`src/rtl/fw_interface_ctrl_pkg.sv`:
```
// Shared definitions for the firmware interface controller: message class
// codes, FSM state encoding and string memory geometry.
package fw_interface_ctrl_pkg;

  localparam int STR_IDX_W = 6;
  localparam int STR_DEPTH = 1 << STR_IDX_W;
  localparam int MSG_VAL_W = 32;

  localparam logic [1:0] CLS_NONE    = 2'b00;
  localparam logic [1:0] CLS_REPORT  = 2'b01;
  localparam logic [1:0] CLS_WARNING = 2'b10;
  localparam logic [1:0] CLS_ERROR   = 2'b11;

  typedef enum logic [1:0] {
    ST_IDLE = 2'd0,
    ST_ARB  = 2'd1,
    ST_SEND = 2'd2
  } fsm_state_t;

endpackage

```
`src/rtl/fw_interface_ctrl_slot.sv`:
```
// One pending-message slot: holds a captured value until the arbiter takes
// it, and remembers (sticky) whether any strobe arrived while still full.
module fw_interface_ctrl_slot #(
  parameter int MSG_W = 32
) (
  input  logic             clk,
  input  logic             rst_n,
  input  logic             capture,
  input  logic [MSG_W-1:0] capture_value,
  input  logic             clear,
  output logic [MSG_W-1:0] value,
  output logic             pending,
  output logic             lost
);

  // Capture into a free slot (or one being freed this cycle); drop and flag otherwise
  always_ff @(posedge clk or negedge rst_n) begin
    if (!rst_n) begin
      value   <= '0;
      pending <= 1'b0;
      lost    <= 1'b0;
    end else begin
      if (capture && (!pending || clear)) begin
        value   <= capture_value;
        pending <= 1'b1;
      end else if (clear) begin
        pending <= 1'b0;
      end
      if (capture && pending && !clear) begin
        lost <= 1'b1;
      end
    end
  end

endmodule

```
`src/rtl/fw_interface_ctrl.sv`:
```
// Firmware interface controller: buffers one report/warning/error each,
// collects a character stream into string memory, and dispatches messages
// in error > warning > report order over a valid/ready port.
module fw_interface_ctrl
  import fw_interface_ctrl_pkg::*;
#(
  parameter int MSG_W = MSG_VAL_W,
  parameter int IDX_W = STR_IDX_W
) (
  input  logic             wb_clk_i,
  input  logic             wb_rst_i,
  input  logic             new_report,
  input  logic             new_warning,
  input  logic             new_error,
  input  logic [MSG_W-1:0] report_reg,
  input  logic [MSG_W-1:0] warning_reg,
  input  logic [MSG_W-1:0] error_reg,
  input  logic             char_valid,
  input  logic [7:0]       char_data,
  output logic             char_ready,
  output logic [IDX_W-1:0] index,
  output logic [7:0]       data,
  output logic             write_mem,
  output logic             msg_valid,
  input  logic             msg_ready,
  output logic [1:0]       msg_class,
  output logic [MSG_W-1:0] msg_value,
  output logic [IDX_W:0]   msg_len,
  output logic [2:0]       lost
);

  localparam logic [IDX_W:0] DEPTH = {1'b1, {IDX_W{1'b0}}};

  fsm_state_t       state;
  logic [IDX_W:0]   count;

  logic             rep_pend, warn_pend, err_pend;
  logic             rep_lost, warn_lost, err_lost;
  logic [MSG_W-1:0] rep_val, warn_val, err_val;
  logic             rep_clr, warn_clr, err_clr;

  logic [1:0]       sel_cls;
  logic [MSG_W-1:0] sel_val;

  fw_interface_ctrl_slot #(.MSG_W(MSG_W)) u_report_slot (
    .clk(wb_clk_i), .rst_n(wb_rst_i), .capture(new_report), .capture_value(report_reg),
    .clear(rep_clr), .value(rep_val), .pending(rep_pend), .lost(rep_lost)
  );

  fw_interface_ctrl_slot #(.MSG_W(MSG_W)) u_warning_slot (
    .clk(wb_clk_i), .rst_n(wb_rst_i), .capture(new_warning), .capture_value(warning_reg),
    .clear(warn_clr), .value(warn_val), .pending(warn_pend), .lost(warn_lost)
  );

  fw_interface_ctrl_slot #(.MSG_W(MSG_W)) u_error_slot (
    .clk(wb_clk_i), .rst_n(wb_rst_i), .capture(new_error), .capture_value(error_reg),
    .clear(err_clr), .value(err_val), .pending(err_pend), .lost(err_lost)
  );

  assign lost = {err_lost, warn_lost, rep_lost};

  // Characters are only taken while idle and the string memory still has room
  assign char_ready = (state == ST_IDLE) && (count < DEPTH);
  assign write_mem  = char_valid && char_ready;
  assign index      = count[IDX_W-1:0];
  assign data       = char_data;

  // Fixed-priority pick of the highest pending class
  always_comb begin
    sel_cls = CLS_NONE;
    sel_val = '0;
    if (err_pend) begin
      sel_cls = CLS_ERROR;
      sel_val = err_val;
    end else if (warn_pend) begin
      sel_cls = CLS_WARNING;
      sel_val = warn_val;
    end else if (rep_pend) begin
      sel_cls = CLS_REPORT;
      sel_val = rep_val;
    end
  end

  assign err_clr  = (state == ST_ARB) && (sel_cls == CLS_ERROR);
  assign warn_clr = (state == ST_ARB) && (sel_cls == CLS_WARNING);
  assign rep_clr  = (state == ST_ARB) && (sel_cls == CLS_REPORT);

  // Dispatch FSM with character counter and registered message outputs
  always_ff @(posedge wb_clk_i or negedge wb_rst_i) begin
    if (!wb_rst_i) begin
      state     <= ST_IDLE;
      count     <= '0;
      msg_valid <= 1'b0;
      msg_class <= CLS_NONE;
      msg_value <= '0;
      msg_len   <= '0;
    end else begin
      case (state)
        ST_IDLE: begin
          if (write_mem) begin
            count <= count + 1'b1;
          end
          if (err_pend || warn_pend || rep_pend) begin
            state <= ST_ARB;
          end
        end
        ST_ARB: begin
          msg_class <= sel_cls;
          msg_value <= sel_val;
          msg_len   <= count;
          msg_valid <= 1'b1;
          state     <= ST_SEND;
        end
        ST_SEND: begin
          if (msg_ready) begin
            msg_valid <= 1'b0;
            count     <= '0;
            state     <= ST_IDLE;
          end
        end
        default: begin
          state <= ST_IDLE;
        end
      endcase
    end
  end

endmodule
```
`config.mk`:
```
export PLATFORM = sky130hd
export DESIGN_NAME = fw_interface_ctrl
export DESIGN_NICKNAME = d
export VERILOG_FILES = /design/src/rtl/fw_interface_ctrl_pkg.sv /design/src/rtl/fw_interface_ctrl_slot.sv /design/src/rtl/fw_interface_ctrl.sv
export SDC_FILE = /design/constraint.sdc
export NUM_CORES = 1
export LEC_CHECK = 0
export ABC_AREA = 0
export BUFFER_PORTS_ARGS = -buffer_cell sky130_fd_sc_hd__buf_2
export CAP_MARGIN = 20
export CORE_ASPECT_RATIO = 1.1
export CORE_MARGIN = 2
export CORE_UTILIZATION = 50
export DETAILED_ROUTE_END_ITERATION = 6
export PLACE_DENSITY = 0.79
export SLEW_MARGIN = 5
export SYNTH_ARGS = -nofsm -noshare
export SYNTH_HDL_FRONTEND = slang
export SYNTH_SLANG_ARGS = --single-unit
```
`constraint.sdc`:
```
create_clock -name wb_clk_i -period 2 [get_ports wb_clk_i]
set_input_delay 0.1 -clock wb_clk_i [delete_from_list [all_inputs] [get_ports wb_clk_i]]
set_output_delay 0.1 -clock wb_clk_i [all_outputs]
set_load 0.05 [all_outputs]
```
==> flow_summary_export.csv, run 1 <==
group,metric,value,unit
critical_path,worstSetupEndpoint,"count[4]",
route,remaining_drc_errors,0,
sta,tns,0,ns
critical_path,worstSetupEndpointType,"flip-flop",
route,drtAntennaViolNets,0,
clock_network,htreeDepth,4,
sta,hold_viol,0,
clock_network,root_buffer,"clkbuf_16",
critical_path,r2r_cells,5,
die,rows,43,
critical_path,crit_required,2.33,ns
global_routing,grt_pass1_vias,5469,
die,start_util,0.513,
yosys,synth_edf_count,0,
yosys,yosysWarningCount,0,
clock_network,cts_inserted_buffers,17,
route,wl_per_cell,19.1,um
yosys,synthArstFlopShare,1.00,
sta,period_minus_slack,1.96,ns
sta,period_share,0.979,
placed_design,dp_hpwl,9.94,mm
placed_design,portBuffers,155,
placed_design,placedCellCount,772,
route,drtPass1Iterations,4,
final_layout,nNetsFinal,849,
sta,tightest_slew,0.683,ns
yosys,synth_top_area_frac,0.593,
critical_path,path_max_fanout,9,
critical_path,r2r-start,"state[1]",
power,switching_power,5.44,mW
sta,finalSetupViolations,0,
critical_path,timing.rr.end,"count[4]",
power,combPwrFrac,0.390,
flow_run,cap_viol_max_count,0,
placed_design,gp_congestion,0.821,
clock_network,cts_tree,"yes",
min_path,hp-class,"in2reg",
power,p_per_area,1560,nW/um^2
critical_path,max_stage_delay,0.55,ns
sta,grt_setup_unrepaired,"no",
route,via_count,5021,
final_layout,layout_commonest_cell,"buf_2",
clock_network,path_clk_slew,0.06,ns
critical_path,path_common_cell,"buf_4",
yosys,synth.cell_area,6450,um^2
power,p_leak,4.25,nW
critical_path,path_cells,"buf_4 > or4b_4 > buf_4 > or3_1 > a21oi_1",
final_layout,n_fill_cell,831,
route,drt_iter0_drc,419,
sta,fin_skew,0.0173,ns
clock_network,clock_latency,0.43,ns
yosys,synthTopCellsByArea,"dfrtp_1, mux2_2, a221oi_1",
die,coreArea,12600,um^2
yosys,synthCells,495,
power,seq_power_share,0.378,
min_path,min_from,"char_valid",
sta,maxSlewHeadroom,0.543,
die,fp.dieArea,13800,um^2
yosys,synthesis.nets,607,
global_routing,track_usage,0.262,
yosys,synth_seq_cells,153,
route,vias_per_cell,5.53,
outcome,status,"complete, no violations",
global_routing,grt_max_degree,79,
yosys,synth-main-ff-cell,"dfrtp_1",
yosys,synth_cell_types,34,
sta,report.final.slew_viol_count,0,
global_routing,grt_pass1_wl,27.8,mm
die,die_y,123,um
critical_path,cp.arrival,2.29,ns
final_layout,area_growth,39.9,%
die,fp.dieW,112,um
yosys,synth.avg_cell_area,13.0,um^2
route,drt-total-wl,17.3,mm
power,sw_frac_of_total,0.386,
clock_network,cts.sinks,153,
power,power.share.clock,0.232,
final_layout,final_cell_mix,"buf_2, dfrtp_1, mux2_2",
power,ir_worst_vdd,0.00140,V
global_routing,antenna_found_initial,1,
clock_network,cts.path.max_buffers,2,
power,p_int,8.67,mW
sta,max_freq,0.511,GHz
final_layout,finalNonFillerCells,908,
die,io_pins,172,
final_layout,drive_above_1_share,0.421,
critical_path,worst_path_max_delay_cell,"or4b_4",
global_routing,grt_overflow,0,
critical_path,reg2reg_slack,0.04,ns
critical_path,crit_type,"reg2reg",
critical_path,crit_path_start_kind,"flip-flop",
yosys,synth_top_cell_by_area,"dfrtp_1",
yosys,yosysSeqAreaShare,0.593,
critical_path,startpoint,"state[1]",
## metrics by stage
step | setup slack [ns] | cell area (um^2) | hold slack (ns) | util | power [mW]
3_3_place_gp | 0.0772 | 7370 | 0.0917 | 0.586 | 10.3
6_report | 0.0417 | 9030 | 0.177 | 0.717 | 14.1
3_5_place_dp | 0.0533 | 7370 | 0.101 | 0.586 | 10.6
5_1_grt | 0.0176 | 9030 | 0.187 | 0.717 | 14.8
4_1_cts | 0.0221 | 8990 | 0.127 | 0.714 | 14.0
2_1_floorplan | 0.136 | 6450 | -0.196 | - | 9.18
## synth_stat cells (all sizes together), types with 2 or more instances
library cell and count:
dfrtp 153, mux2 103, nand2 36, buf 34
nor2b 33, a221oi 32, o31ai 32, clkbuf 18
o21ai 8, inv 7, a21oi 5, nand2b 4
nand3 4, nor2 4, nor3 3, or3 3
a21o 2, nand3b 2
## kinds of logic after synthesis
logic type / Yosys count / synth area share
AOI/OAI and AO/OA: 83 / 0.0987
muxes: 104 / 0.181
buffers and inverters: 59 / 0.0471
adders and majority gates: 1 / 0.00194
DFF: 153 / 0.593
and+or+nand+nor: 95 / 0.0777
## layout make-up
type	count	area, um^2	area share
flip-flops and latches	153	3830	0.424
diodes	1	2.50	0.000277
multi-input cells	283	2360	0.262
repair buffers	275	2010	0.223
clock buffers	21	450	0.0499
inverters	7	26.3	0.00291
well taps	157	196	0.0218
clock inverters	11	148	0.0164
## worst max-delay path, delay by kind of cell (launching register included)
| family | cells | cell delay [ns] |
|---|---|---|
| simple gates | 2 | 0.91 |
| flops | 1 | 0.41 |
| buf+inv | 2 | 0.36 |
| compound gates | 1 | 0.18 |
## how the worst min path moves through the flow
stage / to / slack, ns / depth (start not counted)
global placement: msg_len[5] / 0.09 / 1
detailed placement: msg_len[0] / 0.10 / 1
finish: count[1] / 0.18 / 5
floorplan: count[0] / -0.20 / 0
global route: count[1] / 0.19 / 5
CTS: count[0] / 0.13 / 3
## power by group through the flow
stage / clock network (mW) / registers [mW] / logic, mW
3_5_place_dp: 0 / 5.32 / 5.27
5_1_grt: 3.45 / 5.48 / 5.91
4_1_cts: 3.30 / 5.28 / 5.45
3_3_place_gp: 0 / 5.23 / 5.08
6_report: 3.27 / 5.34 / 5.51
2_1_floorplan: 0 / 6.40 / 2.78
## state kept, by name, indices dropped and copies added, names as in the netlist, 2 cells and up
register and flops:
state 2, count 7, msg_len 7, u_report_slot.value 32, msg_class 2, msg_value 32
u_error_slot.value 32, u_warning_slot.value 32
## routing by layer
| metal | GRT usage | vias up | routed length, um |
|---|---|---|---|
| met5 | 0 | - | 0 |
| met1 | 0.312 | 2521 | 6820 |
| li1 | - | 2254 | - |
| met2 | 0.457 | 211 | 9150 |
| met3 | 0.0652 | 35 | 991 |
| met4 | 0.110 | 0 | 357 |
## timing repair
action | 4_1_cts | 5_1_grt
endpoints found under the hold margin | 155 | 0
pin swaps | 0 | 1
resized for setup | 4 | 0
setup endpoints to repair | 1 | 1
hold buffers | 101 | 0
buffers inserted | 0 | 1
(Power assumes the default switching activity.)
==> run 2, diff against run 1 <==
Clock period 2 ns to 2.3 ns, I/O delays scaled along.
==> run 2 against run 1 <==
Non-clock buffer count down 6; via count down 1.3%; critical path depth down 2; routed wire length down 3.1%; register-to-register slack better by 0.20 ns; first-iteration DRC count down 30%; total power down 13%; worst setup slack better by 0.10 ns; largest cell class unchanged; worst hold slack better by 0.053 ns; clock skew down 0.0093 ns; cell area down 0.75%.
==> flow_summary_export.csv, run 2 (synthesis results as in run 1) <==
group,metric,value,unit
final_layout,final_cell_mix,"buf_2, dfrtp_1, mux2_2",
min_path,hp-class,"in2async",
global_routing,track_usage,0.256,
route,wl_met3,1.00,mm
critical_path,path_cells,"or4b_1 > inv_1 > buf_2",
power,p_leak,4.22,nW
final_layout,n_fill_cell,826,
global_routing,antenna_found_initial,0,
flow_run,cap_viol_max_count,0,
placed_design,dp_hpwl,9.99,mm
critical_path,crit_path_start_kind,"flip-flop",
final_layout,drive_above_1_share,0.418,
die,fp.dieW,112,um
final_layout,nNetsFinal,843,
power,total_power,12.2,mW
global_routing,grt_pass1_wl,27.0,mm
critical_path,r2r-start,"state[0]",
power,ir_worst_vdd,0.000982,V
critical_path,startpoint,"state[1]",
die,fp.dieArea,13800,um^2
global_routing,grt_max_degree,61,
clock_network,cts.sinks,153,
sta,hold_viol,0,
route,vias_per_cell,5.49,
clock_network,cts.path.max_buffers,2,
route,m1WireLength,6.79,mm
die,die_y,123,um
clock_network,cts_tree,"yes",
route,met2_length,8.68,mm
sta,period_minus_slack,2.16,ns
critical_path,crit_required,2.18,ns
die,coreArea,12600,um^2
final_layout,area_growth,38.9,%
clock_network,postCtsSetupRepairBufs,0,
route,drtPass1Iterations,4,
critical_path,cp.arrival,2.04,ns
outcome,status,"complete, no violations",
final_layout,finalNonFillerCells,902,
die,rows,43,
route,remaining_drc_errors,0,
die,io_pins,172,
critical_path,crit_type,"reg2out",
sta,tightest_slew,1.08,ns
final_layout,layout_commonest_cell,"buf_2",
final_layout,fin_util,0.712,
critical_path,max_stage_delay,0.69,ns
die,start_util,0.513,
route,drtAntennaViolNets,0,
critical_path,path_max_fanout,10,
route,drt-total-wl,16.8,mm
sta,grt_setup_unrepaired,"no",
critical_path,worst_path_max_delay_cell,"or4b_1",
route,top_layer_used,"met4",
clock_network,clock_latency,0.42,ns
global_routing,grt_pass1_vias,5288,
sta,finalSetupViolations,0,
sta,tns,0,ns
route,wl_per_cell,18.6,um
clock_network,htreeDepth,4,
clock_network,path_clk_slew,0.06,ns
sta,report.final.slew_viol_count,0,
sta,maxSlewHeadroom,0.280,
placed_design,gp_congestion,0.813,
route,via_count,4954,
placed_design,post_dp_cell_area,7320,um^2
global_routing,grt_overflow,0,
critical_path,r2r_cells,3,
final_layout,final_area,8960,um^2
placed_design,portBuffers,155,
sta,max_freq,0.463,GHz
sta,fin_skew,0.00806,ns
sta,period_share,0.938,
route,drt_iter0_drc,294,
critical_path,worstSetupEndpointType,"output port",
clock_network,root_buffer,"clkbuf_16",
power,p_per_area,1370,nW/um^2
clock_network,cts_inserted_buffers,17,
placed_design,placedCellCount,768,
## run 2: cell types whose count changed in the layout (fill, tap and decap cells not counted), moves of 2 or more
cell	before	now
clkinv_2	2	0
clkbuf_8	1	3
inv_6	0	2
buf_4	14	11
clkbuf_1	3	0
buf_12	4	2
## run 2: timing repair
action	in CTS	in global routing
gates resized for setup	0	0
endpoints found under the hold margin	159	0
hold buffers	101	0
## run 2: metrics by stage
| step | hold WS [ns] | worst slack, ns |
|---|---|---|
| detailed placement | 0.117 | 0.232 |
| global route | 0.230 | 0.0606 |
| global placement | 0.112 | 0.304 |
| floorplan | -0.181 | 0.436 |
| CTS | 0.230 | 0.130 |
| finish | 0.230 | 0.142 |
## run 2: path summary, 6_finish.rpt
check | endpoint | slack [ns]
hold reg to reg | msg_value[31] | 0.47
setup / recovery | write_mem | 0.14
min in group wb_clk_i | data[0] | 0.23
hold / removal | msg_len[0] | 0.23
setup reg to reg | u_report_slot.value[6] | 0.24
max in group asynchronous | u_error_slot.value[30] | 1.32
## run 2: area by class of cell
cell class              instances  area [um^2]  area share
diodes                          1         2.50    0.000279
clock buffers                  20          467      0.0521
clock inverters                12          164      0.0183
inverters                       7         26.3     0.00293
multi-input cells             283         2360       0.263
flip-flops and latches        153         3830       0.427
well taps                     157          196      0.0219
repair buffers                269         1920       0.214
## run 2: routing by layer
| metal | track usage | vias up |
|---|---|---|
| met5 | 0 | - |
| met4 | 0.0938 | 0 |
| met3 | 0.0745 | 31 |
| met2 | 0.431 | 196 |
| met1 | 0.317 | 2482 |
| li1 | - | 2245 |
## run 2: critical path: cells and delay by family, from the launching register on
kind / cells / cell delay, ns
AND/OR/NAND/NOR: 1 / 0.69
flip-flops: 1 / 0.46
buffers and inverters: 2 / 0.47
## run 2: power by group
part           switching [mW]  total [mW]  internal, mW
Clock                    1.10        2.90          1.80
Sequential              0.767        4.69          3.93
Combinational            2.84        4.65          1.81
Total                    4.70        12.2          7.54
==> run 3, diff against run 2 <==
Settings changed: BUFFER_PORTS_ARGS -buffer_cell sky130_fd_sc_hd__buf_2 to unset, DONT_BUFFER_PORTS set to 1, PLACE_DENSITY 0.79 to 0.68.
==> run 3 against run 2 <==
The flow now finishes with violations (negative hold slack); clock power grew 21%; count of clock-buffer cells in the layout unchanged; register-to-register slack gained 0.19 ns; via count shrank 14%; non-clock buffer count down 153; die area stayed put; worst setup slack better by 0.12 ns; cell area decreased by 7.2%; total power increased by 0.54%; largest cell class unchanged; critical path depth stayed put; routed wire length down 12%; flip-flop and latch count is the same; critical path type unchanged.
==> flow_summary_export.csv, run 3 (synthesis results as in run 1) <==
group,metric,value,unit
outcome,status,"complete, but fails checks",
outcome,violations,"negative hold slack",
global_routing,antenna_found_initial,0,
sta,finalSetupViolations,0,
critical_path,path_max_fanout,10,
min_path,hp-class,"in2async",
global_routing,grt_pass1_wl,23.4,mm
critical_path,path_cells,"or4b_1 > inv_1 > buf_4",
critical_path,worst_path_max_delay_cell,"or4b_1",
sta,max_freq,0.492,GHz
final_layout,drive_above_1_share,0.267,
critical_path,startpoint,"state[0]",
die,rows,43,
die,fp.dieArea,13800,um^2
clock_network,path_clk_slew,0.06,ns
final_layout,n_fill_cell,879,
sta,tightest_slew,0.570,ns
sta,period_share,0.885,
clock_network,cts_tree,"yes",
clock_network,postCtsSetupRepairBufs,0,
critical_path,crit_type,"reg2out",
placed_design,placedCellCount,615,
critical_path,crit_path_start_kind,"flip-flop",
power,switching_power,4.42,mW
clock_network,htreeDepth,4,
route,remaining_drc_errors,0,
final_layout,area_growth,28.9,%
sta,hold_viol,153,
route,drtPass1Iterations,4,
final_layout,finalNonFillerCells,748,
die,coreArea,12600,um^2
sta,maxSlewHeadroom,0.620,
sta,hold_ws,-0.610,ns
sta,period_minus_slack,2.03,ns
critical_path,worstSetupEndpointType,"output port",
critical_path,max_stage_delay,0.70,ns
critical_path,cp.arrival,1.92,ns
final_layout,final_cell_mix,"dfrtp_1, mux2_2, dlygate4sd3_1",
die,die_y,123,um
critical_path,crit_required,2.18,ns
sta,grt_setup_unrepaired,"no",
final_layout,nNetsFinal,690,
route,vias_per_cell,5.70,
placed_design,gp_congestion,0.753,
clock_network,cts.sinks,153,
route,drt_iter0_drc,250,
clock_network,ctsHoldBuffers,100,
power,ir_worst_vdd,0.000878,V
power,power.share.clock,0.284,
placed_design,portBuffers,0,
clock_network,cts.path.max_buffers,2,
route,drt-total-wl,14.7,mm
global_routing,grt_max_degree,154,
global_routing,grt_pass1_vias,4552,
flow_run,cap_viol_max_count,0,
critical_path,critPathBufInv,2,
die,io_pins,172,
global_routing,grt_overflow,0,
die,fp.dieW,112,um
sta,tns,0,ns
power,combPwrFrac,0.243,
critical_path,r2r-start,"state[0]",
clock_network,root_buffer,"clkbuf_16",
placed_design,dp_hpwl,8.65,mm
final_layout,layout_commonest_cell,"dfrtp_1",
clock_network,clock_latency,0.42,ns
sta,report.final.slew_viol_count,0,
route,drtAntennaViolNets,0,
critical_path,path_delay_family,"simple AND/OR/NAND/NOR gates",
power,sw_frac_of_total,0.359,
power,p_int,7.89,mW
sta,fin_skew,0.00916,ns
final_layout,antenna_cells,0,
die,start_util,0.513,
route,wl_per_cell,19.7,um
clock_network,cts_inserted_buffers,17,
global_routing,track_usage,0.221,
route,via_count,4260,
power,p_leak,3.67,nW
power,seq_power_share,0.472,
power,p_per_area,1480,nW/um^2
[run 3: metal layers]
layer,vias to the layer above,wire (um),share of wire,track usage
met5,-,0,0,0
met4,0,287,0.019,0.0968
met3,25,825,0.056,0.0632
met2,133,7610,0.52,0.377
met1,2168,6000,0.41,0.263
li1,1934,-,-,-
[run 3: area by class of cell]
type | instances | area [um^2] | share of cell area
clock inverters | 12 | 289 | 0.0347
inverters | 7 | 26.3 | 0.00316
flip-flops and latches | 153 | 3830 | 0.460
multi-input cells | 283 | 2360 | 0.284
well taps | 157 | 196 | 0.0236
clock buffers | 20 | 457 | 0.0549
repair buffers | 116 | 1160 | 0.139
[run 3: worst paths after layout]
path | depth (start not counted) | end | slack, ns
min in group wb_clk_i | 2 | u_report_slot.value[22] | 0.01
setup / recovery | 3 | write_mem | 0.27
hold / removal | 0 | msg_len[0] | -0.61
hold reg to reg | 1 | u_error_slot.value[18] | 0.50
setup reg to reg | 5 | u_warning_slot.value[26] | 0.43
max in group asynchronous | 0 | u_report_slot.value[26] | 2.70
[run 3: power groups by stage]
stage | clock network (mW) | registers (mW) | logic, mW
after floorplan | 0 | 5.56 | 2.42
after CTS | 3.55 | 5.80 | 3.00
after detailed placement | 0 | 5.84 | 2.86
final | 3.50 | 5.81 | 3.00
after global routing | 3.67 | 5.96 | 3.29
after global placement | 0 | 5.77 | 2.71
[run 3: per-stage QoR]
step                      instance area [um^2]  setup slack (ns)   util  total power [mW]
after floorplan                           6450             0.436      -              7.98
after global placement                    6550             0.266  0.520              8.48
after detailed placement                  6550             0.208  0.520              8.70
after CTS                                 8300             0.160  0.659              12.3
after global routing                      8320             0.182  0.661              12.9
final                                     8320             0.266  0.661              12.3
[run 3: timing repair]
action | 4_1_cts | 5_1_grt
endpoints found under the setup margin | 0 | 0
endpoints found under the hold margin | 264 | 153
resized for setup | 0 | 0
